**src/rtl/mips_pkg.sv**
```systemverilog
`default_nettype none
// ============================================================================
// Module      : mips_pkg
// Description : Shared opcode constants and the responder state type for the
//               mips core and its load/store/stack responder.
// Revision    : 1.0 - initial release
// ============================================================================
package mips_pkg;

    localparam logic [7:0] OP_NOOP = 8'h00;
    localparam logic [7:0] OP_LOAD = 8'h01;
    localparam logic [7:0] OP_LDNM = 8'h02;
    localparam logic [7:0] OP_STR  = 8'h03;
    localparam logic [7:0] OP_ADD  = 8'h04;
    localparam logic [7:0] OP_SUB  = 8'h05;
    localparam logic [7:0] OP_XOR  = 8'h06;
    localparam logic [7:0] OP_AND  = 8'h07;
    localparam logic [7:0] OP_JMP  = 8'h08;
    localparam logic [7:0] OP_JMP0 = 8'h09;
    localparam logic [7:0] OP_PUSH = 8'h0A;
    localparam logic [7:0] OP_POP  = 8'h0B;

    // Responder handshake state: waiting for a request, or holding a response
    typedef enum logic [0:0] {
        ST_IDLE = 1'b0,
        ST_RESP = 1'b1
    } resp_state_t;

endpackage
`default_nettype wire

```
**src/rtl/mips_stack.sv**
```systemverilog
`default_nettype none
// ============================================================================
// Module      : mips_stack
// Description : Hardware LIFO with an extra-bit stack pointer so full and
//               empty are distinct. Push on full / pop on empty are refused
//               and flagged; the top-of-stack word is read combinationally.
// Revision    : 1.0 - initial release
// ============================================================================
module mips_stack #(
    parameter int DATA_W      = 32,
    parameter int STACK_DEPTH = 32
) (
    input  logic                           clk,
    input  logic                           rst_n,
    input  logic                           push,
    input  logic                           pop,
    input  logic [DATA_W-1:0]              push_data,
    output logic [DATA_W-1:0]              top_data,
    output logic                           push_err,
    output logic                           pop_err,
    output logic [$clog2(STACK_DEPTH):0]   count,
    output logic                           full,
    output logic                           empty
);

    localparam int PTR_W = $clog2(STACK_DEPTH);
    localparam int CNT_W = PTR_W + 1;

    logic [DATA_W-1:0] r_stack [STACK_DEPTH];
    logic [CNT_W-1:0]  r_sp;
    logic [CNT_W-1:0]  w_sp_m1;
    logic [PTR_W-1:0]  w_top_idx;

    assign w_sp_m1   = r_sp - CNT_W'(1);
    assign w_top_idx = w_sp_m1[PTR_W-1:0];

    assign full      = (r_sp == CNT_W'(STACK_DEPTH));
    assign empty     = (r_sp == '0);
    assign count     = r_sp;
    assign push_err  = push & full;
    assign pop_err   = pop & empty;
    assign top_data  = empty ? '0 : r_stack[w_top_idx];

    // Commit push/pop: write the slot at sp and move sp; refused ops change nothing
    always_ff @(posedge clk or negedge rst_n) begin
        if (!rst_n) begin
            r_sp <= '0;
            for (int i = 0; i < STACK_DEPTH; i++) begin
                r_stack[i] <= '0;
            end
        end else if (push && !full) begin
            r_stack[r_sp[PTR_W-1:0]] <= push_data;
            r_sp                     <= r_sp + CNT_W'(1);
        end else if (pop && !empty) begin
            r_sp <= w_sp_m1;
        end
    end

endmodule
`default_nettype wire

```
**src/rtl/mips_mem_resp.sv**
```systemverilog
`default_nettype none
// ============================================================================
// Module      : mips_mem_resp
// Description : Responder for the core's load/store/stack port. Accepts one
//               request at a time, commits its side effect on the accept
//               edge, and holds a single registered response until taken.
// Revision    : 1.0 - initial release
// ============================================================================
module mips_mem_resp
    import mips_pkg::*;
#(
    parameter int DATA_W      = 32,
    parameter int ADDR_W      = 5,
    parameter int STACK_DEPTH = 32
) (
    input  logic                           clk,
    input  logic                           rst_n,
    input  logic                           req_valid,
    output logic                           req_ready,
    input  logic [7:0]                     req_op,
    input  logic [ADDR_W-1:0]              req_addr,
    input  logic [DATA_W-1:0]              req_wdata,
    output logic                           rsp_valid,
    input  logic                           rsp_ready,
    output logic [DATA_W-1:0]              rsp_rdata,
    output logic                           rsp_err,
    output logic [$clog2(STACK_DEPTH):0]   stack_count,
    output logic                           stack_full,
    output logic                           stack_empty
);

    localparam int MEM_DEPTH = 2 ** ADDR_W;

    resp_state_t       r_state;
    logic [DATA_W-1:0] r_rdata;
    logic              r_err;
    logic [DATA_W-1:0] r_mem [MEM_DEPTH];

    logic              w_accept;
    logic              w_is_push;
    logic              w_is_pop;
    logic              w_push_err;
    logic              w_pop_err;
    logic [DATA_W-1:0] w_top;
    logic [DATA_W-1:0] w_rdata;
    logic              w_err;

    assign w_accept  = (r_state == ST_IDLE) && req_valid;
    assign w_is_push = w_accept && (req_op == OP_PUSH);
    assign w_is_pop  = w_accept && (req_op == OP_POP);

    assign req_ready = (r_state == ST_IDLE);
    assign rsp_valid = (r_state == ST_RESP);
    assign rsp_rdata = r_rdata;
    assign rsp_err   = r_err;

    mips_stack #(
        .DATA_W      (DATA_W),
        .STACK_DEPTH (STACK_DEPTH)
    ) u_stack (
        .clk       (clk),
        .rst_n     (rst_n),
        .push      (w_is_push),
        .pop       (w_is_pop),
        .push_data (req_wdata),
        .top_data  (w_top),
        .push_err  (w_push_err),
        .pop_err   (w_pop_err),
        .count     (stack_count),
        .full      (stack_full),
        .empty     (stack_empty)
    );

    // Response value computed from the pre-commit state of memory and stack
    always_comb begin
        w_rdata = '0;
        w_err   = 1'b0;
        case (req_op)
            OP_LOAD: w_rdata = r_mem[req_addr];
            OP_STR:  w_err   = 1'b0;
            OP_PUSH: w_err   = w_push_err;
            OP_POP: begin
                w_err   = w_pop_err;
                w_rdata = w_pop_err ? '0 : w_top;
            end
            default: w_err   = 1'b1;
        endcase
    end

    // Data memory: stores commit on the accept edge
    always_ff @(posedge clk or negedge rst_n) begin
        if (!rst_n) begin
            for (int i = 0; i < MEM_DEPTH; i++) begin
                r_mem[i] <= '0;
            end
        end else if (w_accept && (req_op == OP_STR)) begin
            r_mem[req_addr] <= req_wdata;
        end
    end

    // Handshake FSM; response registers are only loaded on accept so they stay stable under backpressure
    always_ff @(posedge clk or negedge rst_n) begin
        if (!rst_n) begin
            r_state <= ST_IDLE;
            r_rdata <= '0;
            r_err   <= 1'b0;
        end else begin
            case (r_state)
                ST_IDLE: begin
                    if (req_valid) begin
                        r_rdata <= w_rdata;
                        r_err   <= w_err;
                        r_state <= ST_RESP;
                    end
                end
                ST_RESP: begin
                    if (rsp_ready) begin
                        r_state <= ST_IDLE;
                    end
                end
                default: r_state <= ST_IDLE;
            endcase
        end
    end

endmodule
`default_nettype wire

```
**config.mk**
```make
export PLATFORM = sky130hd
export DESIGN_NAME = mips_mem_resp
export DESIGN_NICKNAME = d
export VERILOG_FILES = /design/src/rtl/mips_pkg.sv /design/src/rtl/mips_stack.sv /design/src/rtl/mips_mem_resp.sv
export SDC_FILE = /design/constraint.sdc
export NUM_CORES = 2
export LEC_CHECK = 0
export CORE_UTILIZATION = 38
export DETAILED_ROUTE_END_ITERATION = 7
export GPL_TIMING_DRIVEN = 0
export PLACE_DENSITY_LB_ADDON = 0.1
export SLEW_MARGIN = 20
export SYNTH_ARGS = -nofsm -noshare
export SYNTH_HDL_FRONTEND = slang
export SYNTH_SLANG_ARGS = --single-unit
export TNS_END_PERCENT = 5
```
**constraint.sdc**
```tcl
create_clock -name clk -period 3.3 [get_ports clk]
set_input_delay 0.495 -clock clk [delete_from_list [all_inputs] [get_ports clk]]
set_output_delay 0.495 -clock clk [all_outputs]
set_load 0.05 [all_outputs]
```
### Word-level counts from Yosys, hierarchy flattened

Cells that the tools add are included.

* register bits after elaboration: 2088
* bits of input ports: 49

* add/subtract/negate cells: 2
* magnitude comparators: 5
* equality and inequality tests: 5
* muxes and demuxes: 21
* bitwise operators: 6
* reduce and logical (&&, ||, !) cells: 14

Operator list (number)
* bitwise mux 1024 bit: 2
* binary-select mux 32 bit (select 5 bit): 2
* demux 32 bit (select 5 bit): 2
* two-way mux 32 bit: 8
* one-hot mux 32 bit (2 select lines): 1
* >= comparator 6 bit, second input constant: 3
* inverter 5 -> 6 bit: 3
* == test 8 x 4 -> 1 bit, second input constant: 2
* < comparator 6 x 1 -> 1 bit, second input constant: 2
* two-way mux 6 bit: 2
* == test 8 x 1 -> 1 bit, second input constant: 1
* == test 8 x 2 -> 1 bit, second input constant: 1
* logical AND 1 bit: 8
* adder 6 x 1 -> 6 bit, second input constant: 1
* == test 6 bit, second input constant: 1
* zero test 6 bit: 1
* subtractor 6 x 1 -> 6 bit, second input constant: 1
* one-hot mux 1 bit (3 select lines): 1
* bitwise AND 1 bit: 2
* zero test 1 bit: 2
* two-way mux 1 bit: 2
* one-hot mux 1 bit (2 select lines): 1
* AND reduction 2 bit: 1
* nonzero test 2 bit: 1
* 2 further kinds: 2

### Logic depth before layout (Yosys ltp)

* word-level depth: 8
* gate-level depth with buffers: 13

### Modules after synthesis

Synthesis repeated with hierarchy kept, for this count alone.

* cells, all modules: 6363
* area total of the unflattened synthesis: 94742.1 sq um

Modules (own cells, without submodules)
* mips_mem_resp: times used 1, cells an instance 3461, area each 47687.0 sq um
* mips_stack: times used 1, cells an instance 2902, area each 47055.1 sq um

### Worst setup path after synthesis

No wires, ideal clock.

* path kind: reg2reg
* from: register u_stack.r_sp[0] (netlist: u_stack.count[0])
* to: register u_stack.r_stack[897] (netlist name)
* library setup time: 0.128 ns
* data arrival time: 3.734 ns
* setup slack: -0.561 ns
* cell stages (with the launch flop): 14
* path buffers: 6
* cell sequence: dfrtp_1 -> buf_2 -> buf_1 -> clkbuf_1 -> inv_1 -> ha_1 -> nor4b_2 -> a2111oi_4 -> and2_1 -> buf_2 -> buf_6 -> nand3_2 -> buf_2 -> mux2_1

* longest elaborated chain between the ends: 6
* elaborated cells on any way between the ends: 10
* classes of those cells: order compare (2); eq/ne (1); mux (3); bitwise (1); reduce/logical (3)

RTL lines
* start: declaration: line mips_stack.sv:30 `logic [CNT_W-1:0] r_sp;`
* start signal: assignment: line mips_stack.sv:53 `r_sp <= r_sp + CNT_W'(1);`
* start signal: assignment: line mips_stack.sv:55 `r_sp <= w_sp_m1;`
* inverter 5 -> 6 bit (implied by the code): line mips_stack.sv:52 `r_stack[r_sp[PTR_W-1:0]] <= push_data;`
* >= comparator 6 bit (implied by the code) or < comparator 6 x 1 -> 1 bit (tied branches): line mips_stack.sv:52
* logical AND 1 bit (implied by the code): line mips_stack.sv:52
* two-way mux 32 bit (implied by the code): line mips_stack.sv:52
* demux 32 bit (select 5 bit): line mips_stack.sv:52
* bitwise mux 1024 bit: line mips_stack.sv:52
* end signal: indexed assignment: line mips_stack.sv:52
* end: declaration: line mips_stack.sv:29 `logic [DATA_W-1:0] r_stack [STACK_DEPTH];`

Several ways; a longest one is shown, not always the timed one.
A chain may end at the register's enable or synchronous reset.

### Worst setup path after layout

* from: input port req_addr[4]
* to: register r_rdata[9] (netlist: rsp_rdata[9])

* longest elaborated chain between the ends: 5

RTL lines
* start: declaration: line mips_mem_resp.sv:21 `input logic [ADDR_W-1:0] req_addr,`
* inverter 5 -> 6 bit (implied by the code): line mips_mem_resp.sv:79 `OP_LOAD: w_rdata = r_mem[req_addr];`
* binary-select mux 32 bit (select 5 bit): line mips_mem_resp.sv:79
* two-way mux 32 bit (implied by the code) (2 in series): line mips_mem_resp.sv:79
* one-hot mux 32 bit (2 select lines): line mips_mem_resp.sv:78 `case (req_op)`
* end signal: assignment: line mips_mem_resp.sv:111 `r_rdata <= w_rdata;`
* end: declaration: line mips_mem_resp.sv:35 `logic [DATA_W-1:0] r_rdata;`

No other way between the ends. The select of a mux whose other input is x is not followed.

==> flow_summary.json <==
{
  "setup_violations": 164,
  "rsz0062_at_grt": "true",
  "grt_overflow": 0,
  "fmax_ghz": 0.281,
  "worstPathMaxFanout": 10,
  "met3_usage": 0.0380,
  "fillerInstances": 22200,
  "drc_errors": 0,
  "grt_max_degree": 145,
  "synth_ff_type": "dfrtp_1",
  "final_layout_size_suffix_gt1_frac": 0.308,
  "cp_top_family": "buffers and inverters",
  "cts_inserted_buffers": 227,
  "die_area_um2": 251000,
  "start_kind": "input port",
  "final_hold_viol_count": 12,
  "clkLatencyLatePin_ps": 880,
  "wl_per_cell_um": 30.4,
  "vias": 57600,
  "initial_core_util": 0.383,
  "crit_buf_inv": 4,
  "hold_class": "input port to async pin",
  "syn2layout_area_growth_pct": 15.6,
  "r2r_cells": 8,
  "final_max_slew_viol_count": 0,
  "clock-sinks": 2088,
  "period_share": 1.08,
  "swShare": 0.243,
  "pwr-share-seq": 0.465,
  "worstSetupPathDepth": 10,
  "post-place-cells": 9910,
  "status": "finished with violations",
  "layout.nets": 6914,
  "fin_cells": 10400,
  "ys_ff_latch": 2088,
  "setup.worst_path.class": "input port to flip-flop",
  "syn_inst": 6518,
  "clkPwrFrac": 0.474,
  "cp.required_ps": 4070,
  "met2_usage": 0.393,
  "drt-initial-drc-count": 3915,
  "num_rows": 182,
  "coreArea_um2": 247000,
  "period_minus_slack_ps": 3550,
  "gp_congestion": 0.964,
  "critPathMaxStageDelay_ps": 710,
  "p_int_mw": 41.8,
  "synth_area_um2": 94500,
  "viasPerCell": 5.55,
  "failed_checks": "hold timing, setup timing",
  "grt-busiest-layer": "met2",
  "synth_cell_type_count": 53,
  "p_sw_mw": 13.4,
  "antenna_found_initial": 22,
  "dp_hpwl_um": 236000,
  "cts_buffer_depth": 3,
  "die_x_um": 501,
  "critPathLaunch": "req_addr[4]",
  "slew_headroom": 0.244,
  "clk_pin_slew_ps": 60,
  "worst_slew_pin_slew_ps": 1130,
  "drv_cap": 0,
  "r2r-end": "r_mem[770]",
  "detail_route.first_pass.iterations": 7,
  "grt_pass1_wl_um": 452000,
  "r2r_setup_slack_ps": -100,
  "total_power_mw": 55.2,
  "clockRootBuffer": "clkbuf_16",
  "met1_usage": 0.362,
  "drtAntennaViolNets": 0,
  "synth_seq_area_share": 0.553,
  "cts_tree": "built",
  "syn-mean-instance-area_um2": 14.5,
  "holdWs_ps": -61.0,
  "cp.arrival_ps": 4330,
  "p_comb_frac": 0.062,
  "fin_ws_ps": -255,
  "reg2reg_from": "rsp_valid",
  "endpoint_kind": "flip-flop",
  "cp_cell_sequence": "clkdlybuf4s50_1, clkbuf_1, or4_1, clkbuf_1, clkbuf_4, o22ai_1, or4_1, nor2_2, o21ai_0, a41o_1",
  "synth_edf_count": 0,
  "skew_ps": 23.0,
  "io_buffer_count": 59,
  "totalWireLength_um": 316000,
  "die_h_um": 501,
  "grtUsageTotal": 0.252,
  "async_flop_share": 1.00,
  "cts_max_level": 4,
  "first_global_vias": 59600,
  "ys_warn_count": 0,
  "powerDensity_nw_per_um2": 506,
  "syn-num-nets": 6572,
  "p_leak_nw": 54.3,
  "pin_count": 92,
  "vdd_drop_max_mv": 0.579,
  "slowest_stage": "clkdlybuf4s50_1"
}
==> cell usage in the layout (no fill, tap or decap), types with 37 or more instances in the layout <==
cell type and instances:
dfrtp_1 2087, mux2_2 1056, buf_2 157, clkbuf_8 70, clkbuf_2 82, clkbuf_4 58, nor2_2 37, nand3_1 70
nand2_1 248, o22ai_1 257, clkdlybuf4s50_1 55, clkbuf_1 311, buf_1 69, clkbuf_16 234, mux4_2 256, clkinv_2 39
mux2i_1 534, mux2_1 992, or4_1 65
==> tightest hold or removal path: stages <==
cell and delay, ps:
buf_16 90, buf_16 160, buf_16 160, buf_16 360
==> state kept, by name, indices dropped and copies added, names as in the netlist <==
name,count
u_stack.r_stack,1024
rsp_err,1
rsp_valid,1
rsp_rdata,32
u_stack.count,6
r_mem,1024
==> Yosys cell counts, types with 5 or more instances <==
library cell  instances  area share
clkbuf_1            408       0.016
mux4_2              256       0.061
buf_1               102      0.0041
nand4bb_1             6     0.00072
nor3_1                5     0.00026
mux2_1              992        0.12
and3_1                7     0.00046
nand3_1              75      0.0040
mux2_2             1056        0.13
o22ai_1             259       0.017
and2_1                5     0.00033
dfrtp_1            2088        0.55
o21ai_0              33      0.0017
nor2b_1              11     0.00073
xnor2_1               5     0.00046
ha_1                  5     0.00066
nand2_1             271       0.011
buf_2               148      0.0078
mux2i_1             544       0.058
nor2_1               54      0.0021
inv_1                 7     0.00028
or4_1                65      0.0052
a32oi_1              32      0.0030
a41o_1               32      0.0034
==> power groups by stage <==
stage,clock network (mW),registers (mW),logic [mW]
finish,26.2,25.7,3.41
global route,27.8,25.7,3.60
CTS,26.7,25.7,3.41
detailed placement,0,26.1,3.26
global placement,0,26.2,2.84
floorplan,0,26.2,1.33
==> layer usage <==
layer  vias to the layer above  wire, µm
li1                      24700         -
met1                     31200    147000
met2                      1392    144000
met3                       405     15100
met4                         2      9810
met5                         -        13
==> layout make-up <==
| class | instances | area, µm² | share of cell area |
|---|---|---|---|
| Antenna cell | 27 | 67.6 | 0.000619 |
| Tap cell | 3312 | 4140 | 0.0380 |
| Clock inverter | 72 | 853 | 0.00782 |
| Clock buffer | 351 | 6790 | 0.0622 |
| Multi-Input combinational cell | 3764 | 39900 | 0.366 |
| Sequential cell | 2088 | 52300 | 0.479 |
| Timing Repair Buffer | 116 | 1740 | 0.0159 |
| Inverter | 7 | 30.0 | 0.000275 |
| Buffer | 656 | 3360 | 0.0308 |
==> how the worst max path moves through the flow <==
stage,end,slack [ps]
4_1_cts,r_mem[629],-280
6_report,rsp_rdata[9],-250
2_1_floorplan,u_stack.r_stack[897],8
5_1_grt,rsp_rdata[31],-140
3_5_place_dp,rsp_rdata[22],-2130
3_3_place_gp,u_stack.count[0],-102410
==> cells by family (layout without fill, tap and decap cells) <==
group           Yosys count  in the layout  share of synthesized area
compound gates          372            372                     0.0267
xor+xnor                  7              7                   0.000649
fa+ha+maj                 5              5                   0.000662
buf+inv                 666           1202                     0.0285
flops                  2088           2088                      0.553
mux                    2848           2848                      0.363
other cells               0             27                          0
simple gates            532            532                     0.0276
==> timing repair <==
item                                    4_1_cts  5_1_grt
hold buffers                                  8       12
setup buffers                                14        1
resized for setup                           381       32
pin swaps                                     4        2
hold endpoints to repair                    273      166
endpoints found under the setup margin     2091     1248
cloned                                        1        0
==> per-stage QoR <==
| step | util | hold WS [ps] | setup TNS [ps] | worst slack, ps | cell area, µm² |
|---|---|---|---|---|---|
| final | 0.443 | -61.0 | -8980 | -255 | 109000 |
| after floorplan | - | 199 | 0 | 7.63 | 94500 |
| after global routing | 0.442 | 4.87 | -14320 | -140 | 109000 |
| after global placement | 0.402 | 468 | - | -102410 | 99200 |
| after detailed placement | 0.405 | 382 | -2607110 | -2130 | 99800 |
| after CTS | 0.441 | -135 | -37590 | -276 | 109000 |
(Power assumes the default switching activity.)
